--- config.mk ---
export PLATFORM = sky130hd
export DESIGN_NAME = exe_mem_pipe_stage
export DESIGN_NICKNAME = d
export VERILOG_FILES = /design/src/rtl/pipe_pkg.sv /design/src/rtl/pipe_skid_buf.sv /design/src/rtl/exe_mem_pipe_stage.sv
export SDC_FILE = /design/constraint.sdc
export NUM_CORES = 1
export LEC_CHECK = 0
export CORE_ASPECT_RATIO = 1.2
export CORE_MARGIN = 4
export CORE_UTILIZATION = 40
export CTS_CLUSTER_SIZE = 8
export DETAILED_ROUTE_END_ITERATION = 16
export GPL_TIMING_DRIVEN = 0
export MAX_ROUTING_LAYER = met4
export PLACE_DENSITY = 0.73
export SLEW_MARGIN = 25
export SYNTH_ARGS = -nofsm -noshare
export SYNTH_HDL_FRONTEND = slang
export SYNTH_HIERARCHICAL = 1
export SYNTH_SLANG_ARGS = --single-unit
--- constraint.sdc ---
create_clock -name clk -period 1.7 [get_ports clk]
set_clock_uncertainty 0.1 [all_clocks]
set_input_delay 0.17 -clock clk [delete_from_list [all_inputs] [get_ports clk]]
set_output_delay 0.17 -clock clk [all_outputs]
set_load 0.005 [all_outputs]
--- src/rtl/pipe_pkg.sv ---
// Shared types for the EXE->MEM pipeline register: default widths, control
// bundle and the full payload layout carried from execute into memory.
package pipe_pkg;

  localparam int DATA_W_DEF = 32;
  localparam int REG_AW_DEF = 5;

  typedef struct packed {
    logic mem_read;
    logic mem_write;
    logic mem_to_reg;
    logic reg_write;
  } exe_mem_ctrl_t;

  localparam int CTRL_W = $bits(exe_mem_ctrl_t);

  // Payload at default widths; the stage packs the same field order at any width.
  typedef struct packed {
    logic [DATA_W_DEF-1:0] result;
    logic [REG_AW_DEF-1:0] dst_reg;
    logic [DATA_W_DEF-1:0] rt_data;
    exe_mem_ctrl_t         ctrl;
  } exe_mem_payload_t;

endpackage

--- src/rtl/pipe_skid_buf.sv ---
// Generic 2-entry valid/ready skid buffer. Main entry drives the outputs,
// skid entry absorbs one overflow; bits in CLEAR_MASK are zeroed on bubbles.
module pipe_skid_buf #(
  parameter int             W          = 8,
  parameter logic [W-1:0]   CLEAR_MASK = '0
) (
  input  logic         clk,
  input  logic         reset,
  input  logic         flush,
  input  logic         in_valid,
  output logic         in_ready,
  input  logic [W-1:0] in_data,
  output logic         out_valid,
  input  logic         out_ready,
  output logic [W-1:0] out_data
);

  // Handshake: a beat moves when valid & ready are both high at a rising edge;
  // valid never depends on ready, and in_ready is purely registered.
  logic         main_valid;
  logic         skid_valid;
  logic [W-1:0] main_data;
  logic [W-1:0] skid_data;
  logic         accept;
  logic         release_beat;

  assign in_ready     = ~skid_valid;
  assign out_valid    = main_valid;
  assign out_data     = main_data;
  assign accept       = in_valid & in_ready;
  assign release_beat = main_valid & out_ready;

  always_ff @(posedge clk) begin
    if (reset) begin
      main_valid <= 1'b0;
      skid_valid <= 1'b0;
      main_data  <= '0;
      skid_data  <= '0;
    end else if (flush) begin
      main_valid <= 1'b0;
      skid_valid <= 1'b0;
      main_data  <= main_data & ~CLEAR_MASK;
      skid_data  <= skid_data & ~CLEAR_MASK;
    end else if (!main_valid || release_beat) begin
      if (skid_valid) begin
        // in_ready was low, so nothing can be accepted this cycle.
        main_valid <= 1'b1;
        main_data  <= skid_data;
        skid_valid <= 1'b0;
        skid_data  <= skid_data & ~CLEAR_MASK;
      end else if (accept) begin
        main_valid <= 1'b1;
        main_data  <= in_data;
      end else begin
        main_valid <= 1'b0;
        main_data  <= main_data & ~CLEAR_MASK;
      end
    end else if (accept) begin
      skid_valid <= 1'b1;
      skid_data  <= in_data;
    end
  end

endmodule

--- src/rtl/exe_mem_pipe_stage.sv ---
// EXE->MEM pipeline stage wrapping pipe_skid_buf with control-bit bubble
// clearing. Optional stall counter enabled by macro EXE_MEM_STALL_CNT_EN.
module exe_mem_pipe_stage
  import pipe_pkg::*;
#(
  parameter int DATA_W = DATA_W_DEF,
  parameter int REG_AW = REG_AW_DEF
) (
  input  logic              clk,
  input  logic              reset,
  input  logic              flush,
  input  logic              in_valid,
  output logic              in_ready,
  input  logic [DATA_W-1:0] exe_result,
  input  logic [REG_AW-1:0] exe_dst_reg,
  input  logic [DATA_W-1:0] exe_rt_data,
  input  logic              mem_read_in,
  input  logic              mem_write_in,
  input  logic              mem_to_reg_in,
  input  logic              reg_write_in,
  output logic              out_valid,
  input  logic              out_ready,
  output logic [DATA_W-1:0] mem_result,
  output logic [REG_AW-1:0] mem_dst_reg,
  output logic [DATA_W-1:0] mem_rt_data,
  output logic              mem_read,
  output logic              mem_write,
  output logic              mem_to_reg,
  output logic              reg_write
`ifdef EXE_MEM_STALL_CNT_EN
  ,
  output logic [31:0]       stall_cnt
`endif
);

  localparam int PW = 2 * DATA_W + REG_AW + CTRL_W;
  // Control bits sit in the low end of the packed payload.
  localparam logic [PW-1:0] CTRL_MASK = {{(PW - CTRL_W){1'b0}}, {CTRL_W{1'b1}}};

  exe_mem_ctrl_t   in_ctrl;
  exe_mem_ctrl_t   out_ctrl;
  logic [PW-1:0]   in_data;
  logic [PW-1:0]   out_data;

  assign in_ctrl = '{mem_read:   mem_read_in,
                     mem_write:  mem_write_in,
                     mem_to_reg: mem_to_reg_in,
                     reg_write:  reg_write_in};
  assign in_data = {exe_result, exe_dst_reg, exe_rt_data, in_ctrl};

  pipe_skid_buf #(
    .W          (PW),
    .CLEAR_MASK (CTRL_MASK)
  ) u_skid (
    .clk       (clk),
    .reset     (reset),
    .flush     (flush),
    .in_valid  (in_valid),
    .in_ready  (in_ready),
    .in_data   (in_data),
    .out_valid (out_valid),
    .out_ready (out_ready),
    .out_data  (out_data)
  );

  assign {mem_result, mem_dst_reg, mem_rt_data, out_ctrl} = out_data;
  assign mem_read   = out_ctrl.mem_read;
  assign mem_write  = out_ctrl.mem_write;
  assign mem_to_reg = out_ctrl.mem_to_reg;
  assign reg_write  = out_ctrl.reg_write;

`ifdef EXE_MEM_STALL_CNT_EN
  // Saturating; survives flush so stall statistics span pipeline kills.
  always_ff @(posedge clk) begin
    if (reset) begin
      stall_cnt <= '0;
    end else if (out_valid && !out_ready && (stall_cnt != 32'hFFFF_FFFF)) begin
      stall_cnt <= stall_cnt + 32'd1;
    end
  end
`endif

endmodule

# Yosys cells after proc, flatten, opt, wreduce, memory -nomap -nowiden
# Index checks and enable logic that the tools add are counted.
[totals] regBits=148 inputBits=78
[op_classes] eq_ne=1 muxes=7 n_bitwise=5 n_reduce_logical=9
[op_table] operator="$mux 73" n=4
[op_table] operator="$reduce_and 3->1" n=2
[op_table] operator="$mux 4" n=1
[op_table] operator="$reduce_bool 2->1" n=2
[op_table] operator="$not 1->1" n=3
[op_table] operator="$reduce_or 3->1" n=1
[op_table] operator="$and 1x1->1" n=2
[op_table] operator="$mux 1" n=2
[op_table] operator="$ne 2x1->1 const B" n=1
[op_table] operator="$reduce_and 2->1" n=1
[op_table] operator="$reduce_or 2->1" n=1
[op_table] operator="$logic_not 1->1" n=1
[op_table] operator="$logic_or 1x1->1" n=1

# Depth between registers and ports, before layout
# Gate-level depths: netlist of run 1.
[logic_depth] word_depth=4 ltp_mapped=7

# Least setup slack after synthesis of run 1
# Ideal clock, no wire load.
[synth_path] kind="register -> register" startpoint="reg u_skid.skid_valid" endpoint="reg u_skid.skid_data[62]" setup_ns=0.072 arrival_ns=1.319 path_slack_ns=0.209 path_stages_with_launch=7 synth_period_minus_slack_ns=1.491 path_cell_list="dfxtp_1 buf_4 nor4b_2 buf_2 buf_6 buf_6 mux2i_1"
[synth_between] elab_chain_len=3
[synth_lines] item="from (decl)" line_no="pipe_skid_buf.sv:21" rtl="logic skid_valid;"
[synth_lines] item="from (signal assigned)" line_no="pipe_skid_buf.sv:36" rtl="skid_valid <= 1'b0;"
[synth_lines] item="from (signal assigned)" line_no="pipe_skid_buf.sv:41" rtl="skid_valid <= 1'b0;"
[synth_lines] item="from (signal assigned)" line_no="pipe_skid_buf.sv:49" rtl="skid_valid <= 1'b0;"
[synth_lines] item="$not 1->1" line_no="pipe_skid_buf.sv:27" rtl="assign in_ready = ~skid_valid;"
[synth_lines] item="$and 1x1->1" line_no="pipe_skid_buf.sv:30" rtl="assign accept = in_valid & in_ready;"
[synth_lines] item="$reduce_and 3->1 (no source line)"
[synth_lines] item="to (signal assigned)" line_no="pipe_skid_buf.sv:43" rtl="skid_data <= skid_data & ~CLEAR_MASK;"
[synth_lines] item="to (signal assigned)" line_no="pipe_skid_buf.sv:50" rtl="skid_data <= skid_data & ~CLEAR_MASK;"
[synth_lines] item="to (signal assigned)" line_no="pipe_skid_buf.sv:60" rtl="skid_data <= in_data;"
[synth_lines] item="to (decl)" line_no="pipe_skid_buf.sv:23" rtl="logic [W-1:0] skid_data;"
# No other way between the ends.
# A chain may end at the register's enable or synchronous reset.

==> flow_metrics.tcl, run 1 <==
set metrics [dict create \
    crit_path_max_fanout 10 \
    grt_max_degree 17 \
    max-slew-margin-rel 0.6148 \
    clk-insertion-delay-late_ps 410 \
    p_per_area_mw_per_mm2 914.4 \
    p_seq_frac 0.419 \
    holdCritPathClass "in -> reg" \
    ys_seq_elements 148 \
    rsz0062_at_grt "yes" \
    place.gp.congestion 0.7758 \
    p_clk_frac 0.485 \
    yosysSeqAreaShare 0.4421 \
    std_cell_rows 51 \
    htree_num_levels 4 \
    clkTransAtPathRegs_ps 60 \
    endpoint_kind "flip-flop" \
    yosysWarnings 6 \
    hold-worst-slack_ps 261.2 \
    cts_tree "built" \
    timing.final.ws_setup_ps 32.84 \
    vias_per_cell 5.148 \
    postSynthNetCount 808 \
    leakagePower_nw 3.291 \
    io_pins 153 \
    chipWidth_um 126.2 \
    final_max_slew_viol_count 0 \
    yosys.area.top_type "dfxtp_1" \
    cts_buffers 17 \
    synth_cells 730 \
    stdcell_area_mm2 0.009325 \
    max_freq_mhz 599.8 \
    power.switching_mw 1.848 \
    synth_edf_count 0 \
    place_area_mm2 0.008488 \
    diodes 0 \
    overflow 0 \
    vias 5827 \
    drtIter0Drc 412 \
    maxCapViolations 0 \
    status "finished, final reports clean" \
    areaGrowthSynthToFinish_pct 39.15 \
    pre_cts_ws_ps -851.9 \
    drive_gt1_frac 0.1076 \
    synth.avg_cell_area_um2 9.180 \
    clk_path_buf_depth 2 \
    period_share 0.9807 \
    final_antenna_net_count 0 \
    layout_commonest_cell "clkdlybuf4s50_1" \
    grt_usage 0.2084 \
    grt_antenna_before_repair 0 \
    grt_pass1_vias 5823 \
    layout_min_cycle_time_ps 1667 \
    comb_power_share 0.096 \
    core_mm2 0.01634 \
    setup_viol 0 \
    die_h_um 149.8 \
    start_kind "input pin" \
    wl_per_cell_um 16.91 \
    async_reset_ff_frac 0 \
    required_ps 1890 \
    drt_first_pass_iters 5 \
    place_hpwl_mm 13.19 \
    synth_flop_cell "dfxtp_1" \
    grt_pass1_wl_mm 30.73 \
    fin_nets 985 \
    ir_worst_vdd_v 0.0005451 \
    synth_cell_types 25 \
    synthTopCellsByArea "dfxtp_1, nand2b_1, mux2i_1, o21ai_0, a22oi_1" \
    wl_mm 19.15 \
    tightestPinTransition_ps 575.7 \
    hold_viol_final 0 \
    fp.dieArea_mm2 0.01890 \
    synthesis.area_mm2 0.006701 \
    cp.arrival_ps 1860 \
    io_buffers 152 \
    drc 0 \
    initial_utilization 0.4102 \
    crit_type "in -> reg" \
    yosysTopAreaCellShare 0.4421 \
    n_fill_cell 1483 \
    utilization 0.5708 \
    layout_common_cells "clkdlybuf4s50_1, dfxtp_1, nand2b_1" \
    cts_sinks 148 \
    power.internal_mw 6.679 \
    cts_root_buf "clkbuf_16" \
    switching_share 0.2167 \
]
-- stage by stage --
step / std cells / total power [mW] / setup TNS [ps]
after global routing: 1132 / 8.830 / -1076
final: 1132 / 8.527 / 0
after floorplan: 730 / 3.993 / 0
after global placement: 1094 / 4.438 / -88430
after detailed placement: 1094 / 4.441 / -92700
after CTS: 1133 / 8.589 / 0
-- state kept, by name (all words and copies together) (netlist names) --
| signal | cells |
|---|---|
| u_skid/out_data | 73 |
| u_skid/out_valid | 1 |
| u_skid/skid_data | 73 |
| u_skid/skid_valid | 1 |
-- cells in the mapped netlist, types with 2 or more instances --
cell type,count
o21ai_1,11
clkbuf_1,54
mux2i_1,69
a22o_1,4
buf_1,2
o21ai_0,130
a22oi_1,69
buf_2,10
a32o_1,4
buf_6,4
nand2b_1,139
nor2b_1,71
dfxtp_1,148
o21ba_2,4
-- routing by layer --
metal | routed length [µm] | share of wire | track usage | vias to the layer above
met2 | 9247 | 0.48 | 0.3341 | 148
met3 | 913 | 0.048 | 0.04248 | 15
met5 | 0 | 0 | - | -
li1 | - | - | - | 2888
met4 | 296 | 0.015 | 0.07082 | 0
met1 | 8689 | 0.45 | 0.2638 | 2776
-- final cells by class --
type / instances / area [µm²] / share of cell area
multi-input cells: 510 / 3436 / 0.3684
plain buffers: 70 / 425.4 / 0.04562
clock buffers: 24 / 511.7 / 0.05488
well taps: 212 / 265.3 / 0.02844
clock inverters: 8 / 143.9 / 0.01543
repair buffers: 159 / 1574 / 0.1688
inverters: 1 / 3.754 / 0.0004025
flip-flops and latches: 148 / 2965 / 0.3180
-- repair_timing --
action                                  in CTS  in global routing
resized for setup                           35                 48
hold buffers                                 0                  0
setup buffers                                7                  0
pin swaps                                    1                  0
endpoints found under the setup margin     140                127
-- worst max-delay path: stages --
cell and delay, ps:
clkdlybuf4s50_1 510, clkbuf_2 280, clkbuf_2 330, clkbuf_1 340
nand2b_1 160, mux2i_1 60
-- logic make-up (layout without fill, tap and decap cells) --
family / count (synthesis) / count (layout) / synth area share
and+or+nand+nor: 214 / 214 / 0.2005
buffers and inverters: 72 / 262 / 0.04724
AOI/OAI and AO/OA: 227 / 227 / 0.2071
DFF: 148 / 148 / 0.4421
muxes: 69 / 69 / 0.1031
-- power groups by stage --
stage | registers, mW | logic (mW) | clock network [mW]
floorplan | 3.65 | 0.346 | 0
global placement | 3.65 | 0.790 | 0
detailed placement | 3.65 | 0.793 | 0
CTS | 3.57 | 0.810 | 4.21
global route | 3.58 | 0.888 | 4.36
finish | 3.57 | 0.816 | 4.14
-- worst paths after layout --
| kind | from | slack [ps] | depth (start not counted) | to |
|---|---|---|---|---|
| worst max-delay path | reset | 30 | 6 | u_skid/skid_data[23] |
| worst min-delay path | exe_result[28] | 260 | 3 | u_skid/skid_data[69] |
| worst min register to register | u_skid/skid_data[20] | 370 | 2 | u_skid/skid_data[20] |
| worst max register to register | u_skid/skid_valid | 50 | 5 | u_skid/skid_data[30] |
No activity file was read; power rests on OpenSTA's default activity.
==> run 2, diff against run 1 <==
--- a/config.mk
+++ b/config.mk
@@ -11,8 +11,8 @@
 export CTS_CLUSTER_SIZE = 8
 export DETAILED_ROUTE_END_ITERATION = 16
 export GPL_TIMING_DRIVEN = 0
-export MAX_ROUTING_LAYER = met4
 export PLACE_DENSITY = 0.73
+export RECOVER_POWER = 100
 export SLEW_MARGIN = 25
 export SYNTH_ARGS = -nofsm -noshare
 export SYNTH_HDL_FRONTEND = slang
==> flow_metrics.tcl, run 2 (synthesized netlist as in run 1, its figures left out) <==
set metrics [dict create \
    io_pins 153 \
    timing.final.ws_setup_ps 56.67 \
    cp.arrival_ps 1370 \
    chipWidth_um 126.2 \
    cts_buffers 17 \
    n_fill_cell 1483 \
    place_inst 1094 \
    slowest_delay_ps 320 \
    cts_hold_buf 0 \
    hold-worst-slack_ps 260.0 \
    layout_commonest_cell "dfxtp_1" \
    std_cell_rows 51 \
    setup_viol 0 \
    reg2regPathDepth 6 \
    hp-start "exe_result[16]" \
    areaGrowthSynthToFinish_pct 39.34 \
    grt_max_degree 17 \
    grt_pass1_vias 5850 \
    final_antenna_net_count 0 \
    overflow 0 \
    drive_gt1_frac 0.1098 \
    grt_antenna_before_repair 0 \
    diodes 0 \
    hold_viol_final 0 \
    final_max_slew_viol_count 0 \
    io_buffers 152 \
    status "finished, final reports clean" \
    cp_cell_sequence "buf_6, clkbuf_16, buf_12, inv_1, clkdlybuf4s15_1" \
    rrSetupSlack_ps 80 \
    clkTransAtPathRegs_ps 60 \
    crit_family "buffers and inverters" \
    hold_depth 3 \
    die_h_um 149.8 \
    required_ps 1430 \
    fp.dieArea_mm2 0.01890 \
    vias_per_cell 5.159 \
    final-seq-area_mm2 0.002965 \
    start_kind "flip-flop" \
    clk_path_buf_depth 2 \
    holdCritPathClass "in -> reg" \
    wl_per_cell_um 16.88 \
    endpoint_kind "primary output" \
    crit_slowest_cell "dfxtp_2" \
    grt_usage 0.2020 \
    wl_mm 19.11 \
    max-slew-margin-rel 0.6239 \
    leakagePower_nw 3.443 \
    pre_cts_ws_ps -851.9 \
    min_to "u_skid/skid_data[57]" \
    vias 5840 \
    maxCapViolations 0 \
    stdcell_count 1132 \
    htree_num_levels 4 \
    cts_root_buf "clkbuf_16" \
    tightestPinTransition_ps 559.8 \
    fin_nets 985 \
    clk-insertion-delay-late_ps 410 \
    worst-path-buf-inv 5 \
    timing.rr.start "u_skid/skid_valid" \
    crit_type "reg -> out" \
    layout_common_cells "dfxtp_1, nand2b_1, o21ai_0" \
    period_share 0.9667 \
    drt_first_pass_iters 4 \
    drtIter0Drc 373 \
    initial_utilization 0.4102 \
    ir_worst_vdd_v 0.0005475 \
    grt_pass1_wl_mm 30.73 \
    crit_path_max_fanout 6 \
    cts_sinks 148 \
    multiInputGateArea_mm2 0.003436 \
    core_mm2 0.01634 \
    p_per_area_mw_per_mm2 911.8 \
    r2r-end "u_skid/skid_data[65]" \
    place.gp.congestion 0.7619 \
    place_hpwl_mm 13.19 \
    drc 0 \
    cts_tree "built" \
    layout_min_cycle_time_ps 1643 \
    max_freq_mhz 608.5 \
]
==> run 2: cell count changes in the layout (fill, tap and decap cells not counted) <==
cell and delta:
buf_12 +1, buf_2 -3, clkbuf_2 +3, o21ai_1 +1
dlygate4sd3_1 +45, clkdlybuf4s50_1 -45, o21ai_0 -1, buf_4 -1
buf_8 -1, clkbuf_1 -2, clkbuf_4 +3
==> run 2: cell type report <==
| type | instances | share of cell area |
|---|---|---|
| Timing Repair Buffer | 159 | 0.1683 |
| Sequential cell | 148 | 0.3176 |
| Buffer | 70 | 0.04717 |
| Inverter | 1 | 0.0004020 |
| Clock buffer | 24 | 0.05480 |
| Clock inverter | 8 | 0.01541 |
| Multi-Input combinational cell | 510 | 0.3679 |
| Tap cell | 212 | 0.02841 |
==> run 2: what timing repair did <==
item / 4_1_cts / 5_1_grt
setup buffers: 7 / 0
endpoints found under the setup margin: 140 / 128
resized for setup: 35 / 57
pin swaps: 1 / 0
==> run 2: metal layers <==
layer  vias up  part of all wire  track usage
met5         -                 0            0
met4         0             0.015      0.06921
met3        15             0.055      0.04820
met2       151              0.48       0.3341
met1      2788              0.45       0.2593
li1       2886                 -            -
==> run 2: worst max path at each step <==
stage	startpoint	end	slack, ps	cells past startpoint
CTS	u_skid/out_valid	u_skid/skid_data[65]	0.2	6
finish	u_skid/skid_valid	in_ready	60	5
global route	u_skid/skid_valid	u_skid/out_data[47]	-7	7
floorplan	u_skid/skid_valid	u_skid/skid_data[62]	210	6
global placement	reset	u_skid/skid_data[52]	-800	6
detailed placement	reset	u_skid/skid_data[48]	-850	6
==> run 2: worst reg2reg max path, delay by kind of cell (launching register included) <==
| kind | cells | cell delay (ps) |
|---|---|---|
| buffers and inverters | 4 | 660 |
| flip-flops | 1 | 320 |
| AND/OR/NAND/NOR | 1 | 260 |
| multiplexers | 1 | 210 |
==> run 2: report_power, final <==
part           internal, mW  switching (mW)  total (mW)
clock                  2.69            1.45        4.14
combinational         0.439           0.365       0.804
sequential             3.54          0.0338        3.57
==> run 2: per-stage QoR <==
step	TNS (ps)	util	total power [mW]	instance area [µm²]
detailed placement	-92700	0.5196	4.441	8488
global route	-8.153	0.5716	8.814	9338
global placement	-88430	0.5196	4.438	8488
CTS	0	0.5676	8.589	9273
finish	0	0.5716	8.514	9338
floorplan	0	-	3.993	6701
